File: config.mk
export PLATFORM = sky130hd
export DESIGN_NAME = point_stream_renderer_flat
export DESIGN_NICKNAME = d
export VERILOG_FILES = /design/src/rtl/point_stream_renderer_if.sv /design/src/rtl/point_stream_renderer.sv /design/src/flat_wrapper.sv
export SDC_FILE = /design/constraint.sdc
export NUM_CORES = 1
export LEC_CHECK = 0
export BUFFER_PORTS_ARGS = -buffer_cell sky130_fd_sc_hd__buf_2
export CAP_MARGIN = 40
export CORE_ASPECT_RATIO = 0.8
export CORE_MARGIN = 2
export CORE_UTILIZATION = 50
export DETAILED_ROUTE_END_ITERATION = 7
export HOLD_SLACK_MARGIN = 0.12
export PLACE_DENSITY = 0.76
export SLEW_MARGIN = 40
export SYNTH_ARGS = -nofsm -noshare
export SYNTH_HDL_FRONTEND = slang
export SYNTH_SLANG_ARGS = --single-unit
File: constraint.sdc
create_clock -name clk -period 2.5 [get_ports clk]
set_input_delay 0.5 -clock clk [delete_from_list [all_inputs] [get_ports clk]]
set_output_delay 0.5 -clock clk [all_outputs]
set_load 0.005 [all_outputs]
File: src/rtl/point_stream_renderer_if.sv
// Output point stream between the renderer and the downstream plotter.
// The renderer drives through master; the plotter consumes through slave.
interface point_stream_renderer_if #(
  parameter int COORD_W = 10
);
  logic               out_valid;
  logic               out_ready;
  logic [COORD_W-1:0] x;
  logic [COORD_W-1:0] y;
  logic [7:0]         pixel;

  modport master (output out_valid, x, y, pixel, input out_ready);
  modport slave  (input out_valid, x, y, pixel, output out_ready);
endinterface

File: src/rtl/point_stream_renderer.sv
// Streams packed 3D points from ZBT bank 0, applies screen offset and depth shading,
// and buffers them behind a credit-checked FIFO. Define POINT_CLIP_EN to drop off-screen points.
module point_stream_renderer #(
  parameter int ADDR_W     = 19,
  parameter int COORD_W    = 10,
  parameter int ZBT_LAT    = 2,
  parameter int FIFO_DEPTH = 4,
  parameter int Z_BIAS     = 350,
  parameter int Z_SHIFT    = 1,
  parameter int SCREEN_W   = 1024,
  parameter int SCREEN_H   = 768
) (
  input  logic              clk,
  input  logic              reset,
  input  logic              start,
  input  logic [ADDR_W-1:0] num_points,
  input  logic [ADDR_W-1:0] base_addr,
  input  logic [10:0]       x_offset,
  input  logic [10:0]       y_offset,
  input  logic [35:0]       zbt0_read_data,
  output logic [ADDR_W-1:0] zbt0_read_addr,
  output logic              busy,
  output logic              frame_done,
  point_stream_renderer_if.master pts
);

  localparam int PTR_W = (FIFO_DEPTH > 1) ? $clog2(FIFO_DEPTH) : 1;
  localparam int CNT_W = $clog2(FIFO_DEPTH + 1);
  localparam int ENT_W = 2 * COORD_W + 8;
  localparam logic [CNT_W:0] DEPTH_V = (CNT_W + 1)'(FIFO_DEPTH);

  typedef enum logic [1:0] {S_IDLE, S_RUN, S_DRAIN, S_DONE} state_t;

  state_t             state_q, state_d;
  logic [ADDR_W-1:0]  addr_q, rem_q;
  logic [ZBT_LAT-1:0] vld_sr;
  logic [CNT_W-1:0]   in_flight_q, fifo_cnt_q;
  logic [PTR_W-1:0]   wr_ptr_q, rd_ptr_q;
  logic [ENT_W-1:0]   fifo_mem [FIFO_DEPTH];
  logic [ENT_W-1:0]   head;
  logic [CNT_W:0]     occ;
  logic               issue, pop, push, credit, unused_hi;

  logic               vld_p0, keep_p0;
  logic [13:0]        xs_p0, ys_p0;
  logic [7:0]         pix_p0;

  function automatic logic [7:0] z_to_pixel(input logic [9:0] z);
    logic [31:0] zs;
    zs = (32'(z) + 32'(Z_BIAS)) << Z_SHIFT;
    if (zs > 32'd1023) zs = 32'd1023;
    return zs[9:2];
  endfunction

  function automatic logic [PTR_W-1:0] next_ptr(input logic [PTR_W-1:0] p);
    return (p == PTR_W'(FIFO_DEPTH - 1)) ? '0 : p + PTR_W'(1);
  endfunction

  assign unused_hi = ^zbt0_read_data[35:30];

  // Stage p0: ZBT word arrives tagged by the valid shift register
  assign vld_p0 = vld_sr[ZBT_LAT-1];
  assign xs_p0  = {4'd0, zbt0_read_data[29:20]} + {x_offset, 3'b000};
  assign ys_p0  = {4'd0, zbt0_read_data[19:10]} + {y_offset, 3'b000};
  assign pix_p0 = z_to_pixel(zbt0_read_data[9:0]);

`ifdef POINT_CLIP_EN
  localparam logic [13:0] SCR_W = 14'(SCREEN_W);
  localparam logic [13:0] SCR_H = 14'(SCREEN_H);
  assign keep_p0 = (xs_p0 < SCR_W) && (ys_p0 < SCR_H);
`else
  localparam int UNUSED_CLIP = SCREEN_W + SCREEN_H;
  assign keep_p0 = 1'b1;
`endif

  assign push = vld_p0 && keep_p0;
  assign pts.out_valid = (fifo_cnt_q != '0);
  assign pop  = pts.out_valid && pts.out_ready;
  // A pop this cycle frees a slot, so it counts as a credit for the new issue
  assign occ    = {1'b0, in_flight_q} + {1'b0, fifo_cnt_q};
  assign credit = occ < (DEPTH_V + (CNT_W + 1)'(pop));

  always_comb begin
    state_d    = state_q;
    issue      = 1'b0;
    busy       = 1'b0;
    frame_done = 1'b0;
    case (state_q)
      S_IDLE: if (start) state_d = (num_points == '0) ? S_DONE : S_RUN;
      S_RUN: begin
        busy = 1'b1;
        if (credit) begin
          issue = 1'b1;
          if (rem_q == ADDR_W'(1)) state_d = S_DRAIN;
        end
      end
      S_DRAIN: begin
        busy = 1'b1;
        if (in_flight_q == '0 &&
            (fifo_cnt_q == '0 || (fifo_cnt_q == CNT_W'(1) && pop)))
          state_d = S_DONE;
      end
      S_DONE: begin
        busy       = 1'b1;
        frame_done = 1'b1;
        state_d    = S_IDLE;
      end
      default: state_d = S_IDLE;
    endcase
  end

  always_ff @(posedge clk) begin
    if (reset) begin
      state_q     <= S_IDLE;
      addr_q      <= '0;
      rem_q       <= '0;
      vld_sr      <= '0;
      in_flight_q <= '0;
      fifo_cnt_q  <= '0;
      wr_ptr_q    <= '0;
      rd_ptr_q    <= '0;
    end else begin
      state_q <= state_d;
      if (state_q == S_IDLE && start && num_points != '0) begin
        addr_q <= base_addr;
        rem_q  <= num_points;
      end else if (issue) begin
        addr_q <= addr_q + ADDR_W'(1);
        rem_q  <= rem_q - ADDR_W'(1);
      end
      vld_sr      <= (vld_sr << 1) | ZBT_LAT'(issue);
      in_flight_q <= in_flight_q + CNT_W'(issue) - CNT_W'(vld_p0);
      fifo_cnt_q  <= fifo_cnt_q + CNT_W'(push) - CNT_W'(pop);
      if (push) wr_ptr_q <= next_ptr(wr_ptr_q);
      if (pop)  rd_ptr_q <= next_ptr(rd_ptr_q);
    end
  end

  always_ff @(posedge clk) begin
    if (push) fifo_mem[wr_ptr_q] <= {xs_p0[COORD_W-1:0], ys_p0[COORD_W-1:0], pix_p0};
  end

  assign zbt0_read_addr = addr_q;
  assign head      = fifo_mem[rd_ptr_q];
  assign pts.x     = pts.out_valid ? head[ENT_W-1 -: COORD_W] : '0;
  assign pts.y     = pts.out_valid ? head[7+COORD_W -: COORD_W] : '0;
  assign pts.pixel = pts.out_valid ? head[7:0] : '0;

endmodule

File: src/flat_wrapper.sv
// flat-port wrapper written by rule: the top's interface ports become plain ports
module point_stream_renderer_flat 
#(
  parameter int ADDR_W     = 19,
  parameter int COORD_W    = 10,
  parameter int ZBT_LAT    = 2,
  parameter int FIFO_DEPTH = 4,
  parameter int Z_BIAS     = 350,
  parameter int Z_SHIFT    = 1,
  parameter int SCREEN_W   = 1024,
  parameter int SCREEN_H   = 768
)
  (clk, reset, start, num_points, base_addr, x_offset, y_offset, zbt0_read_data, zbt0_read_addr, busy, frame_done, pts_out_valid, pts_x, pts_y, pts_pixel, pts_out_ready);
  point_stream_renderer_if #(.COORD_W(COORD_W)) pts_i ();
  input  logic clk;
  input  logic reset;
  input  logic start;
  input  logic [ADDR_W-1:0] num_points;
  input  logic [ADDR_W-1:0] base_addr;
  input  logic [10:0] x_offset;
  input  logic [10:0] y_offset;
  input  logic [35:0] zbt0_read_data;
  output logic [ADDR_W-1:0] zbt0_read_addr;
  output logic busy;
  output logic frame_done;
  output wire logic [$bits(pts_i.out_valid)-1:0] pts_out_valid;
  output wire logic [$bits(pts_i.x)-1:0] pts_x;
  output wire logic [$bits(pts_i.y)-1:0] pts_y;
  output wire logic [$bits(pts_i.pixel)-1:0] pts_pixel;
  input wire logic [$bits(pts_i.out_ready)-1:0] pts_out_ready;
  assign pts_out_valid = pts_i.out_valid;
  assign pts_x = pts_i.x;
  assign pts_y = pts_i.y;
  assign pts_pixel = pts_i.pixel;
  assign pts_i.out_ready = pts_out_ready;
  point_stream_renderer #(.ADDR_W(ADDR_W), .COORD_W(COORD_W), .ZBT_LAT(ZBT_LAT), .FIFO_DEPTH(FIFO_DEPTH), .Z_BIAS(Z_BIAS), .Z_SHIFT(Z_SHIFT), .SCREEN_W(SCREEN_W), .SCREEN_H(SCREEN_H)) u_core (.clk(clk), .reset(reset), .start(start), .num_points(num_points), .base_addr(base_addr), .x_offset(x_offset), .y_offset(y_offset), .zbt0_read_data(zbt0_read_data), .zbt0_read_addr(zbt0_read_addr), .busy(busy), .frame_done(frame_done), .pts(pts_i));
endmodule
==> impl_results.md, run 1 <==
* Status: complete, no violations
* Port Buffer Count at 134
* First-pass GRT wire length at about 26 mm
* Fillers at approximately 1200
* Ratio of final minimum period to clock period at 0.9663
* Residual DRC at 0
* Initial core utilization at 0.5082
* Synth Net Count at 773
* Fin. Hold Viols at 0
* Leak at 0.003695 uW
* Antenna Cells at 0
* Syn. warnings at 0
* Inserted Clock Buffers at 17
* Rel. slew slack at 0.6758
* Core area at roughly 16000 um2
* DRT iter0 DRCs at 371
* Setup crit end kind: register
* Clock sinks at 166
* Highest clock rate at 413.9 MHz
* Clock buffer depth at 2
* Clk pin slew, worst setup/hold paths at 70 ps
* Drt pass-1 iters at 4
* Area occupied by multi-input gates at 3294 um2
* Wire per inst at 16.08 um
* Worst Skew at 7.920 ps
* CP Class: register to register
* Critical Path Fanout Max at 4
* Total congestion overflow at 0
* GP Congestion at ~0.87
* Post-route ant nets at 0
* Via count at 5590
* Max-slew violation count at 0
* Unrepaired setup endpoints after global routing: true
* Synthesis-stage register bit count at about 170
* Least-Margin Pin Slew at approximately 480 ps
* Gr usage total at 0.1918
* Final HPWL DP at roughly 11 mm
* Top_reg_cell synth: edfxtp_1
* Clk_lat worst skew at 430 ps
* CP arrival at around 2800 ps
* Power per cell area at 966.6 nW/um2
* TritonCTS clock tree: built
* Psw at 3202 uW
* Fin nets at between 900 and 1000
* Area grow syn2layout at 21.89%
* Post-Syn Instances at 635
* Count of cell types in the netlist at 55
* TNS Setup at 0 ps
* Largest stage delay, worst path at 480 ps
* CP bufs+invs at 0
* Mean post-synth cell area at approximately 13 um2
* Max IR drop VDD at 696.7 uV
* CTS root buffer: clkbuf_16
* Die Wd at 145.0 um
* Clock share of power at 0.275
* Top delay family on crit path: simple AND/OR/NAND/NOR gates
* Fin crit period at 2416 ps
* # setup viols final at 0
* Antenna violations before repair at 0
* WP data required at 2850 ps
* Worst path cell trace: ha_4 -> fa_2 -> o41a_1 -> or4_4 -> or4_1 -> a31oi_1
* Full die area at 16930 um2
* Max-cap viol count at 0
* Largest net degree at the start of global routing at 77
* Startpoint Class: register
* Register area share after synthesis at 0.5589
* Comb power frac at 0.344
* Via density at 5.480
* Row Count at 41
* Mapped Area at 7951 um2
* Die Span Y at 116.8 um
* Flop pwr share at 0.382
* Drt total wl at 16.40 mm
* Cell Int Power at 6167 uW
* Async S/R FF share, synth at 0
* Tot Pwr at 9368 uW
* Cell area after placement at around 9100 um2
* Switching Share at 0.3418
* Max H-tree Level at 4
* Finished Cell Area at 9692 um2
* Worst path slowest cell: fa_2
* Reg area at 4451 um2
* I/O pins at 150
* Post-synth EDFFs at 112
* Number of global-route vias before repair at 5363
* Hold WC Path Type: primary input to register
* Layout cell share with drive strength beyond 1 at 0.3043
-- logic make-up (layout without fill, tap and decap cells) --
logic type               Yosys count  count (layout)  share of synthesized area
AO/OA/AOI/OAI                    133             133                     0.1023
XOR/XNOR                          40              40                    0.04406
adder cells (fa/ha/maj)           38              38                    0.06452
buffers and inverters             65             235                    0.03131
flip-flops                       166             166                     0.5589
multiplexers                      29              29                    0.08057
AND/OR/NAND/NOR                  164             164                     0.1183
-- cell usage in the layout (no fill, tap or decap), types with 9 or more instances in the layout --
cell type  instances
nand4_1           12
o21ai_0           49
buf_4             28
dfxtp_1           49
xor2_1            24
ha_1              31
inv_1             35
nand2_1           27
clkbuf_16         17
inv_8              9
nand3_1           14
and2_1            34
a31oi_1           11
nor2_1            19
mux4_2            28
nor3_1            11
xnor2_1           16
buf_2            134
nor2b_1            9
a21oi_1           40
edfxtp_1         112
-- state kept, by name (all words and copies together) (netlist names), named ones only --
| name | flops |
|---|---|
| u_core.fifo_mem | 112 |
| u_core.rem_q | 19 |
| u_core.zbt0_read_addr | 19 |
| u_core.fifo_cnt_q | 3 |
| u_core.in_flight_q | 3 |
| u_core.rd_ptr_q | 2 |
| u_core.state_q | 2 |
| u_core.vld_sr | 2 |
| u_core.wr_ptr_q | 2 |
-- metrics by stage --
| stage | util | worst slack [ps] | std cells | hold slack (ps) |
|---|---|---|---|---|
| 2_1_floorplan | - | -64.32 | 635 | 413.8 |
| 3_3_place_gp | 0.5785 | -33.49 | 984 | 437.2 |
| 3_5_place_dp | 0.5785 | -136.5 | 984 | 450.3 |
| 4_1_cts | 0.6186 | 5.569 | 1019 | 267.8 |
| 5_1_grt | 0.6194 | -33.99 | 1020 | 277.8 |
| 6_report | 0.6194 | 84.17 | 1020 | 288.8 |
-- power by group through the flow --
stage               clock network (uW)  logic (uW)  registers, uW
floorplan                            0        2050           3560
global placement                     0        3050           3600
detailed placement                   0        3150           3620
CTS                               2620        3220           3560
global route                      2720        3580           3610
finish                            2570        3220           3580
-- what timing repair did --
action / 4_1_cts / 5_1_grt
endpoints found under the setup margin: 7 / 9
resized for setup: 4 / 3
hold buffers: 0 / 0
buffers inserted: 3 / 1
pin swaps: 2 / 2
-- path summary, 6_finish.rpt --
check	from	end	slack, ps	cells past startpoint
max	u_core.fifo_cnt_q[0]	u_core.zbt0_read_addr[15]	80	6
min	zbt0_read_data[20]	u_core.fifo_mem[3][18]	290	1
max reg2reg	u_core.fifo_cnt_q[0]	u_core.zbt0_read_addr[15]	80	6
min reg2reg	u_core.vld_sr[0]	u_core.vld_sr[1]	450	1
-- per-layer routing --
metal | GRT usage | routed length [um] | vias up
met5 | 0 | 0 | -
met2 | 0.3254 | 8015 | 165
met4 | 0.06403 | 238 | 0
met1 | 0.2527 | 7320 | 2705
met3 | 0.03837 | 824 | 17
li1 | - | - | 2703
-- synthesized netlist by cell type (12+ instances only) --
master | instances | area [um2]
a21oi_1 | 40 | 200.2
and2_1 | 34 | 212.7
clkbuf_1 | 23 | 86.33
dfxtp_1 | 54 | 1081
edfxtp_1 | 112 | 3363
ha_1 | 33 | 412.9
inv_1 | 36 | 135.1
mux4_2 | 28 | 630.6
nand2_1 | 27 | 101.4
nand3_1 | 15 | 75.07
nand4_1 | 12 | 75.07
nor2_1 | 19 | 71.32
o21ai_0 | 49 | 245.2
xnor2_1 | 16 | 140.1
xor2_1 | 24 | 210.2
-- area by class of cell --
cell class              instances  share of cell area
flip-flops and latches        166              0.4592
multi-input cells             404              0.3399
repair buffers                166             0.09734
clock buffers                  17             0.04389
well taps                     215             0.02776
clock inverters                15             0.01730
inverters                      37             0.01459
(Power assumes the default switching activity.)
==> run 2, diff against run 1 <==
--- a/constraint.sdc
+++ b/constraint.sdc
@@ -3,2 +3,2 @@
 set_output_delay 0.5 -clock clk [all_outputs]
-set_load 0.005 [all_outputs]
+set_load 0.1 [all_outputs]
==> impl_results.md, run 2 (synthesized netlist as in run 1, its figures left out) <==
* Ratio of final minimum period to clock period at 1.015
* Power per cell area at roughly 1300 nW/um2
* Clock sinks at 166
* Post-route ant nets at 0
* Largest stage delay, worst path at approximately 480 ps
* TritonCTS clock tree: built
* Gr usage total at 0.2088
* Layout cell share with drive strength beyond 1 at 0.3280
* Die Span Y at 116.8 um
* Most numerous cell on the critical path: or4_4
* Highest clock rate at 394.1 MHz
* CP arrival at between 2000 and 3000 ps
* Number of global-route vias before repair at 5700
* Rel. slew slack at 0.6734
* Area grow syn2layout at 29.16%
* Inserted Clock Buffers at 17
* Worst Skew at 10.24 ps
* Post-Place Cells at a little under 1000
* # setup viols final at 1
* Critical Path Fanout Max at 4
* CTS root buffer: clkbuf_16
* Max-cap viol count at 0
* Row Count at 41
* Drt total wl at around 18 mm
* Cts hold-fix bufs at 0
* Switching Share at 0.4572
* Most frequent cells in the layout: edfxtp_1, buf_2, o21ai_0
* Via count at between 5000 and 6000
* Worst path slowest cell: fa_2
* GP Congestion at roughly 0.9
* Drt pass-1 iters at 5
* Max IR drop VDD at between 900 and 1000 uV
* Cell Int Power at approximately 7000 uW
* Final HPWL DP at around 12 mm
* Clk pin slew, worst setup/hold paths at 70 ps
* Biggest register: u_core.fifo_mem
* Failing checks: negative setup slack
* Initial core utilization at 0.5082
* Die Wd at 145.0 um
* CP Class: register to register
* Setup WS pre-CTS at -193.9 ps
* Fin crit period at 2537 ps
* Hold WC Path Type: primary input to register
* CP bufs+invs at 0
* I/O pins at 150
* Clock share of power at 0.193
* Antenna Cells at 0
* Top delay family on crit path: simple AND/OR/NAND/NOR gates
* Antenna violations before repair at 0
* Full die area at 16930 um2
* Clk_lat worst skew at 430 ps
* Worst path cell trace: ha_4 -> fa_2 -> o41a_1 -> or4_4 -> or4_4 -> a31oi_4
* Max-slew violation count at 0
* Post-route insts no fill at 1032
* Unrepaired setup endpoints after global routing: true
* Total congestion overflow at 0
* Leak at about 0.0039 uW
* WP data required at 2860 ps
* Residual DRC at 0
* Psw at about 5900 uW
* Largest net degree at the start of global routing at 77
* Fin. Hold Viols at 0
* Core area at approximately 16000 um2
* Via density at about 5.6
* Startpoint Class: register
* Clock buffer depth at 2
* Port Buffer Count at between 100 and 150
* DRT iter0 DRCs at 354
* Commonest non-fill, non-tap cell in the layout: edfxtp_1
* Status: finished, violations left
* First-pass GRT wire length at 27.68 mm
* Max H-tree Level at 4
* Flop pwr share at 0.276
* Least-Margin Pin Slew at 486.9 ps
* Setup crit end kind: register
* Fin nets at 942
* Final worst slack at -37.35 ps
* Max reg flops at 112
* Wire per inst at between 15 and 20 um
* Comb power frac at 0.531
-- run 2: changes by cell type in the layout (fill, tap and decap cells not counted), moves of 2 or more --
cell    previous run  this run
inv_8              9         5
inv_6              2         5
buf_12             2        30
buf_2            134       105
or4_1              8         6
or4_4              1         3
buf_8              0         2
buf_4             28        38
-- run 2: what timing repair did --
action | 4_1_cts | 5_1_grt
buffers inserted | 4 | 2
endpoints found under the setup margin | 32 | 24
pin swaps | 4 | 8
gates resized for setup | 5 | 17
-- run 2: worst paths after layout --
check                        start                         to  slack (ps)  cells after the start
max          u_core.in_flight_q[0]  u_core.zbt0_read_addr[15]         -40                      6
max reg2reg  u_core.in_flight_q[0]  u_core.zbt0_read_addr[15]         -40                      6
min reg2reg       u_core.vld_sr[0]           u_core.vld_sr[1]         440                      1
min             zbt0_read_data[10]      u_core.fifo_mem[1][8]         280                      1
-- run 2: area by class of cell --
cell class / count / area [um2]
Fill cell: 1121 / 5376
Sequential cell: 166 / 4452
Multi-Input combinational cell: 404 / 3358
Timing Repair Buffer: 178 / 1475
Clock buffer: 17 / 425.4
Tap cell: 215 / 269.0
Clock inverter: 15 / 148.9
Inverter: 37 / 141.4
-- run 2: per-stage QoR --
step	setup TNS, ps	util	hold slack, ps	area [um2]	power (uW)
finish	-37.35	0.6564	283.3	10270	12950
global route	-137.7	0.6564	266.1	10270	13520
CTS	-45.60	0.6501	266.4	10170	12890
detailed placement	-854.2	0.6106	433.6	9553	10300
global placement	-258.0	0.6106	430.2	9553	10130
floorplan	-286.1	-	413.8	7998	8130
-- run 2: power groups by stage --
stage / combinational [uW] / sequential [uW] / clock [uW]
global placement: 6540 / 3580 / 0
global route: 7240 / 3610 / 2670
detailed placement: 6680 / 3610 / 0
finish: 6880 / 3580 / 2500
floorplan: 4000 / 4130 / 0
CTS: 6770 / 3560 / 2560
-- run 2: per-layer routing --
layer,up-vias,track usage,routed length [um]
li1,2736,-,-
met1,2809,0.2598,7589
met2,168,0.3679,8920
met3,27,0.04651,850
met4,0,0.07327,275
met5,-,0,0
